$ cat src/rtl/alarm_sequencer.sv
// Alarm tone sequencer: plays grouped ON/OFF beeps with a gap between groups
// after countdown expiry, until user acknowledge or the group limit is reached.
module alarm_sequencer #(
  parameter int TICK_DIV   = 5000,
  parameter int ON_MS      = 200,
  parameter int OFF_MS     = 150,
  parameter int GAP_MS     = 1000,
  parameter int BEEPS      = 4,
  parameter int MAX_GROUPS = 30
) (
  input  logic       pulse_5MHz,
  input  logic       reset,
  input  logic       start,
  input  logic       stop,
  input  logic [2:0] mode_sel,
  output logic [2:0] audioselection,
  output logic       audio_en,
  output logic       busy,
  output logic       done,
  output logic       timed_out
);
  // state | meaning
  // IDLE  | quiet, waiting for start
  // ON    | beep sounding
  // OFF   | silence between beeps of a group
  // GAP   | silence between groups
  typedef enum logic [1:0] {S_IDLE, S_ON, S_OFF, S_GAP} state_t;

  localparam int MAX_MS = (ON_MS > OFF_MS) ? ((ON_MS > GAP_MS) ? ON_MS : GAP_MS)
                                           : ((OFF_MS > GAP_MS) ? OFF_MS : GAP_MS);
  localparam int PW = (TICK_DIV > 1) ? $clog2(TICK_DIV) : 1;
  localparam int TW = (MAX_MS > 1) ? $clog2(MAX_MS) : 1;
  localparam int BW = $clog2(BEEPS + 1);
  localparam int GW = $clog2(MAX_GROUPS + 1);

  localparam logic [PW-1:0] P_LAST   = PW'(TICK_DIV - 1);
  localparam logic [TW-1:0] ON_LAST  = TW'(ON_MS - 1);
  localparam logic [TW-1:0] OFF_LAST = TW'(OFF_MS - 1);
  localparam logic [TW-1:0] GAP_LAST = TW'(GAP_MS - 1);
  localparam logic [BW-1:0] BEEPS_L  = BW'(BEEPS);
  localparam logic [GW-1:0] GROUPS_L = GW'(MAX_GROUPS);

  state_t        state_q, state_d;
  logic [PW-1:0] presc_q, presc_d;
  logic [TW-1:0] tick_q, tick_d;
  logic [BW-1:0] beep_q, beep_d;
  logic [GW-1:0] group_q, group_d;
  logic [2:0]    mode_q, mode_d;
  logic [2:0]    sel_q, sel_d;
  logic          audio_en_q, audio_en_d;
  logic          busy_q, busy_d;
  logic          done_q, done_d;
  logic          timed_out_q, timed_out_d;

  logic          tick_evt;
  logic [BW-1:0] beep_inc;
  logic [GW-1:0] group_inc;
  logic [2:0]    mode_map;
  logic [31:0]   grp_wide;

  always_comb begin
    state_d     = state_q;
    presc_d     = presc_q;
    tick_d      = tick_q;
    beep_d      = beep_q;
    group_d     = group_q;
    mode_d      = mode_q;
    sel_d       = sel_q;
    timed_out_d = timed_out_q;
    done_d      = 1'b0;
    tick_evt    = (presc_q == P_LAST);
    beep_inc    = beep_q + BW'(1);
    group_inc   = group_q + GW'(1);
    mode_map    = (mode_sel > 3'd5) ? 3'd0 : mode_sel;
    grp_wide    = 32'(group_inc);

    // stop outranks any timer expiry landing in the same cycle
    if (state_q != S_IDLE && stop) begin
      state_d = S_IDLE;
      done_d  = 1'b1;
    end else begin
      case (state_q)
        S_IDLE: begin
          if (start && !stop) begin
            state_d     = S_ON;
            mode_d      = mode_map;
            sel_d       = (mode_map == 3'd5) ? 3'd0 : mode_map;
            timed_out_d = 1'b0;
            beep_d      = '0;
            group_d     = '0;
          end
        end
        S_ON: begin
          if (tick_evt && tick_q == ON_LAST) begin
            beep_d  = beep_inc;
            state_d = (beep_inc == BEEPS_L) ? S_GAP : S_OFF;
          end
        end
        S_OFF: begin
          if (tick_evt && tick_q == OFF_LAST) state_d = S_ON;
        end
        S_GAP: begin
          if (tick_evt && tick_q == GAP_LAST) begin
            group_d = group_inc;
            beep_d  = '0;
            if (group_inc == GROUPS_L) begin
              state_d     = S_IDLE;
              timed_out_d = 1'b1;
              done_d      = 1'b1;
            end else begin
              state_d = S_ON;
              if (mode_q == 3'd5) sel_d = 3'(grp_wide % 32'd5);
            end
          end
        end
        default: state_d = S_IDLE;
      endcase
    end

    // prescaler and tick counter restart on every state entry
    if (state_d != state_q) begin
      presc_d = '0;
      tick_d  = '0;
    end else if (state_q != S_IDLE) begin
      if (tick_evt) begin
        presc_d = '0;
        tick_d  = tick_q + TW'(1);
      end else begin
        presc_d = presc_q + PW'(1);
      end
    end

    audio_en_d = (state_d == S_ON);
    busy_d     = (state_d != S_IDLE);
  end

  always_ff @(posedge pulse_5MHz or negedge reset) begin
    if (!reset) begin
      state_q     <= S_IDLE;
      presc_q     <= '0;
      tick_q      <= '0;
      beep_q      <= '0;
      group_q     <= '0;
      mode_q      <= '0;
      sel_q       <= '0;
      audio_en_q  <= 1'b0;
      busy_q      <= 1'b0;
      done_q      <= 1'b0;
      timed_out_q <= 1'b0;
    end else begin
      state_q     <= state_d;
      presc_q     <= presc_d;
      tick_q      <= tick_d;
      beep_q      <= beep_d;
      group_q     <= group_d;
      mode_q      <= mode_d;
      sel_q       <= sel_d;
      audio_en_q  <= audio_en_d;
      busy_q      <= busy_d;
      done_q      <= done_d;
      timed_out_q <= timed_out_d;
    end
  end

  assign audioselection = sel_q;
  assign audio_en       = audio_en_q;
  assign busy           = busy_q;
  assign done           = done_q;
  assign timed_out      = timed_out_q;

endmodule

$ cat config.mk
export PLATFORM = sky130hd
export DESIGN_NAME = alarm_sequencer
export DESIGN_NICKNAME = d
export VERILOG_FILES = /design/src/rtl/alarm_sequencer.sv
export SDC_FILE = /design/constraint.sdc
export NUM_CORES = 1
export LEC_CHECK = 0
export CAP_MARGIN = 10
export CELL_PAD_IN_SITES_DETAIL_PLACEMENT = 1
export CELL_PAD_IN_SITES_GLOBAL_PLACEMENT = 1
export CORE_MARGIN = 1
export CORE_UTILIZATION = 39
export CTS_CLUSTER_DIAMETER = 150
export DETAILED_ROUTE_END_ITERATION = 10
export GPL_TIMING_DRIVEN = 0
export MAX_ROUTING_LAYER = met4
export PLACE_DENSITY = 0.76
export SLEW_MARGIN = 20
export SYNTH_ARGS = -nofsm -noshare
export SYNTH_HDL_FRONTEND = slang
export SYNTH_SLANG_ARGS = --single-unit
$ cat constraint.sdc
create_clock -name pulse_5MHz -period 3.5 [get_ports pulse_5MHz]
set_clock_uncertainty 0.1 [all_clocks]
set_input_delay 0.35 -clock pulse_5MHz [delete_from_list [all_inputs] [get_ports pulse_5MHz]]
set_output_delay 0.35 -clock pulse_5MHz [all_outputs]
set_load 0.01 [all_outputs]
==> impl_results.rst <==
.. list-table::
   :header-rows: 1

   * - Metric
     - Value
   * - Clk root buf
     - sky130_fd_sc_hd__clkbuf_8
   * - Maximum number of pins on one net before global-route repair
     - 31
   * - Proportion of layout cells with a drive suffix above 1
     - a little over an eighth
   * - Global-route track usage on met2
     - 34.22%
   * - Met1 global-route usage
     - roughly 29%
   * - Number of violations reported at the end of detailed-routing iteration 0
     - 94
   * - Clock insertion delay at the later pin of the skew report
     - 0.31 ns
   * - Placed wire-length estimate after detailed placement
     - around 5200 µm
   * - Seq/Total Area, Yosys
     - a little under two fifths
   * - Launching element type of the critical path
     - register
   * - Commonest register cell after synthesis
     - sky130_fd_sc_hd__dfrtp_1
   * - Clock-pin slew reported for the worst setup and hold paths after clock tree synthesis
     - 0.09 ns
   * - Synth cell types
     - between 50 and 60
   * - Mean post-synth cell area
     - approximately 8.6 µm²
   * - Remaining Overflow, GRT
     - 0
   * - Number of antenna violations at the first check in global routing
     - 0
   * - Initial Util
     - 40.82%
   * - Routed via count
     - between 2000 and 2500
   * - Headroom to the max-slew limit
     - slightly above 60%
   * - Clock tree from TritonCTS
     - yes
   * - Transition time at the pin with the least slew margin
     - between 0.5 and 0.6 ns
   * - Data arrival time of the worst path
     - around 3.5 ns
   * - IO Pins
     - 14
   * - Maximum fanout count along the critical path
     - 10
   * - Async set or reset register ratio after synthesis
     - 100.0%
   * - Synthesis-stage register bit count
     - 43
   * - Placer's final routability congestion estimate
     - 0.7910
   * - Combinational cell fraction of total power
     - 35.0%
   * - Kind of end point of the critical path
     - register
   * - Wire length of the first global-routing pass
     - 12480 µm
   * - Max IR drop VDD
     - between 0.2 and 0.25 mV
   * - Cell count after synthesis
     - 325
   * - Std-Cell Rows
     - 30
   * - Clock share of power
     - 25.6%
   * - Largest cells by area after synthesis
     - sky130_fd_sc_hd__dfrtp_1 38%, sky130_fd_sc_hd__ha_1 7.1%, sky130_fd_sc_hd__nand2_1 6.0%, sky130_fd_sc_hd__nor2_1 4.3%, sky130_fd_sc_hd__a21oi_1 3.4%
   * - DRC
     - 0
   * - Hold Vio Cnt, Final
     - 0
   * - Global Route met3 Usage
     - 3.714%
   * - Leakage power figure
     - between 1 and 1.5 nW
   * - Switch Pwr
     - 0.6000 mW
   * - Die Footprint
     - 7533 µm²
   * - Setup TNS
     - 0 ns
   * - Max-cap viol count
     - 0
   * - Top achievable clock speed
     - about 300 MHz
   * - Peak-usage layer in the global routing report
     - met2
   * - Switching part of the total
     - a little under two fifths
   * - Post-layout minimum cycle time
     - between 3 and 4 ns
   * - First-pass iteration count of the detailed router
     - 4
   * - Area growth syn-to-layout
     - 16.78%
   * - Netlist Area Pre-Place
     - between 2000 and 3000 µm²
   * - Fin nets
     - 372
   * - Global router's overall resource usage
     - roughly 22%
   * - Antenna cell count
     - 0
   * - Avg Vias per Cell
     - 5.457
   * - Wirelength, routed
     - approximately 7100 µm
   * - Final setup vio count
     - 0
   * - Detailed-route wire length per cell
     - 15.95 µm
   * - Number of enable flip-flop cells after synthesis
     - 0
   * - Required time at the endpoint of the critical path
     - 3.63 ns
   * - Number of input and output port buffers inserted
     - 13
   * - Proportion of power drawn by flip-flops and latches
     - 39.4%
   * - CTS Buffer Depth
     - 2
   * - Leading cell type by number of instances after synthesis
     - sky130_fd_sc_hd__nand2_1
   * - Total core area
     - 6869 µm²
   * - Post-DRT Antenna Nets
     - 0
   * - Via count of the first global-routing pass
     - 2565
   * - Area share of the largest cell type after synthesis
     - 38.38%
   * - Final cycle utilization of the critical path
     - 96.09%
   * - Number of buffers inserted during clock tree synthesis
     - 5
   * - Most common library cells after synthesis
     - 45 x sky130_fd_sc_hd__nand2_1, 43 x sky130_fd_sc_hd__dfrtp_1, 32 x sky130_fd_sc_hd__nor2_1
   * - Chip width
     - 86.79 µm
   * - Cell Pwr Density
     - 498.0 nW/µm²
   * - Total number of clock tree sinks
     - between 40 and 50
   * - Max-slew violation count
     - 0
   * - Final Core Density
     - ~48%
   * - Fillers
     - just over 800
   * - Worst Path Class, Setup
     - reg2reg
   * - Top cell type by total area after synthesis
     - sky130_fd_sc_hd__dfrtp_1
   * - Hold Worst Slack
     - 0.3731 ns
   * - Die height
     - about 87 µm
   * - Class of the tightest hold or removal check
     - in2async
   * - Syn nets
     - 348
   * - Yosys Warn Count
     - 0
   * - Internal power
     - 1.031 mW
   * - H-Tree Level Count
     - 2
   * - Run status
     - completed
==> cell families after synthesis <==
family,after synthesis,share of synthesized area (%)
xor+xnor,19,5.935
flops,43,38.38
buf+inv,28,3.837
mux,3,1.160
simple gates,150,28.83
compound gates,66,14.73
fa+ha+maj,16,7.140
==> critical path, stage by stage, from the launching register on <==
cell and delay (ns):
sky130_fd_sc_hd__dfrtp_1 0.42, sky130_fd_sc_hd__or4b_4 0.61, sky130_fd_sc_hd__nor4_4 0.42, sky130_fd_sc_hd__and3_4 0.29, sky130_fd_sc_hd__o21ai_2 0.07, sky130_fd_sc_hd__nor4_2 0.48, sky130_fd_sc_hd__nor3_2 0.20, sky130_fd_sc_hd__or4b_1 0.53
sky130_fd_sc_hd__a21oi_1 0.17
==> flip-flops by register name, indices dropped and copies added (netlist names) <==
signal          flops
beep_q              3
presc_q            13
tick_q             10
state_q             2
done                1
audio_en            1
timed_out           1
mode_q              3
audioselection      3
busy                1
group_q             5
==> layout by cell type, fill, tap and decap left out, types with 3 or more instances in the layout <==
cell type	n
sky130_fd_sc_hd__xor2_1	9
sky130_fd_sc_hd__a21oi_1	18
sky130_fd_sc_hd__dfrtp_1	40
sky130_fd_sc_hd__nor2b_1	5
sky130_fd_sc_hd__buf_2	3
sky130_fd_sc_hd__nand3_1	16
sky130_fd_sc_hd__nor3_1	6
sky130_fd_sc_hd__inv_1	17
sky130_fd_sc_hd__and3_2	3
sky130_fd_sc_hd__nand2_1	45
sky130_fd_sc_hd__clkdlybuf4s50_1	12
sky130_fd_sc_hd__nand4_1	5
sky130_fd_sc_hd__o22ai_1	3
sky130_fd_sc_hd__buf_4	3
sky130_fd_sc_hd__or3_1	3
sky130_fd_sc_hd__o31ai_1	4
sky130_fd_sc_hd__xnor2_1	8
sky130_fd_sc_hd__dfrtp_2	3
sky130_fd_sc_hd__o21ai_0	16
sky130_fd_sc_hd__clkbuf_1	8
sky130_fd_sc_hd__nor2_1	32
sky130_fd_sc_hd__ha_1	14
sky130_fd_sc_hd__nand2b_1	7
sky130_fd_sc_hd__clkbuf_8	6
==> repair_timing <==
action | 4_1_cts | 5_1_grt
hold buffers | 1 | 0
setup endpoints to repair | 2 | 20
gates resized for setup | 4 | 13
endpoints found under the hold margin | 13 | 0
pin swaps | 0 | 3
setup buffers | 1 | 2
==> area by class of cell <==
| class | count | area (µm²) | area share (%) |
|---|---|---|---|
| Buffer | 10 | 40.04 | 1.223 |
| Sequential cell | 43 | 1080 | 32.98 |
| Timing Repair Buffer | 18 | 177.7 | 5.426 |
| Clock inverter | 2 | 35.03 | 1.070 |
| Tap cell | 96 | 120.1 | 3.668 |
| Clock buffer | 6 | 82.58 | 2.522 |
| Multi-Input combinational cell | 254 | 1675 | 51.17 |
| Inverter | 17 | 63.81 | 1.949 |
==> stage by stage <==
| stage | power [mW] | setup slack [ns] | cells | cell area, µm² |
|---|---|---|---|---|
| after global routing | 1.768 | -0.03034 | 446 | 3274 |
| final | 1.631 | 0.1368 | 446 | 3274 |
| after CTS | 1.641 | 0.04666 | 445 | 3213 |
| after global placement | 1.198 | -0.08024 | 434 | 3054 |
| after detailed placement | 1.212 | -0.2420 | 435 | 3069 |
| after floorplan | 1.004 | 0.1952 | 325 | 2804 |
==> worst paths after layout <==
path	start	end	slack, ns	depth (start not counted)
setup reg to reg	presc_q[4]$_DFFE_PN0P_	tick_q[9]$_DFFE_PN0P_	0.14	8
setup / recovery	presc_q[4]$_DFFE_PN0P_	tick_q[9]$_DFFE_PN0P_	0.14	8
max in group asynchronous	reset	group_q[4]$_DFFE_PN0P_	2.44	3
hold / removal	reset	tick_q[7]$_DFFE_PN0P_	0.37	2
min in group pulse_5MHz	beep_q[2]$_DFFE_PN0P_	beep_q[2]$_DFFE_PN0P_	0.39	2
hold reg to reg	beep_q[2]$_DFFE_PN0P_	beep_q[2]$_DFFE_PN0P_	0.39	2
==> layer usage <==
metal / vias up / wire (µm)
li1: 1192 / -
met1: 1214 / 3522
met2: 22 / 3347
met3: 6 / 158
met4: 0 / 84
met5: - / 0
==> power groups by stage <==
stage | sequential [mW] | combinational (mW) | clock, mW
after floorplan | 0.652 | 0.352 | 0
after global placement | 0.648 | 0.549 | 0
after detailed placement | 0.652 | 0.560 | 0
after CTS | 0.642 | 0.565 | 0.434
after global routing | 0.654 | 0.658 | 0.456
final | 0.643 | 0.571 | 0.417
Power figures use the tool's default switching activity.
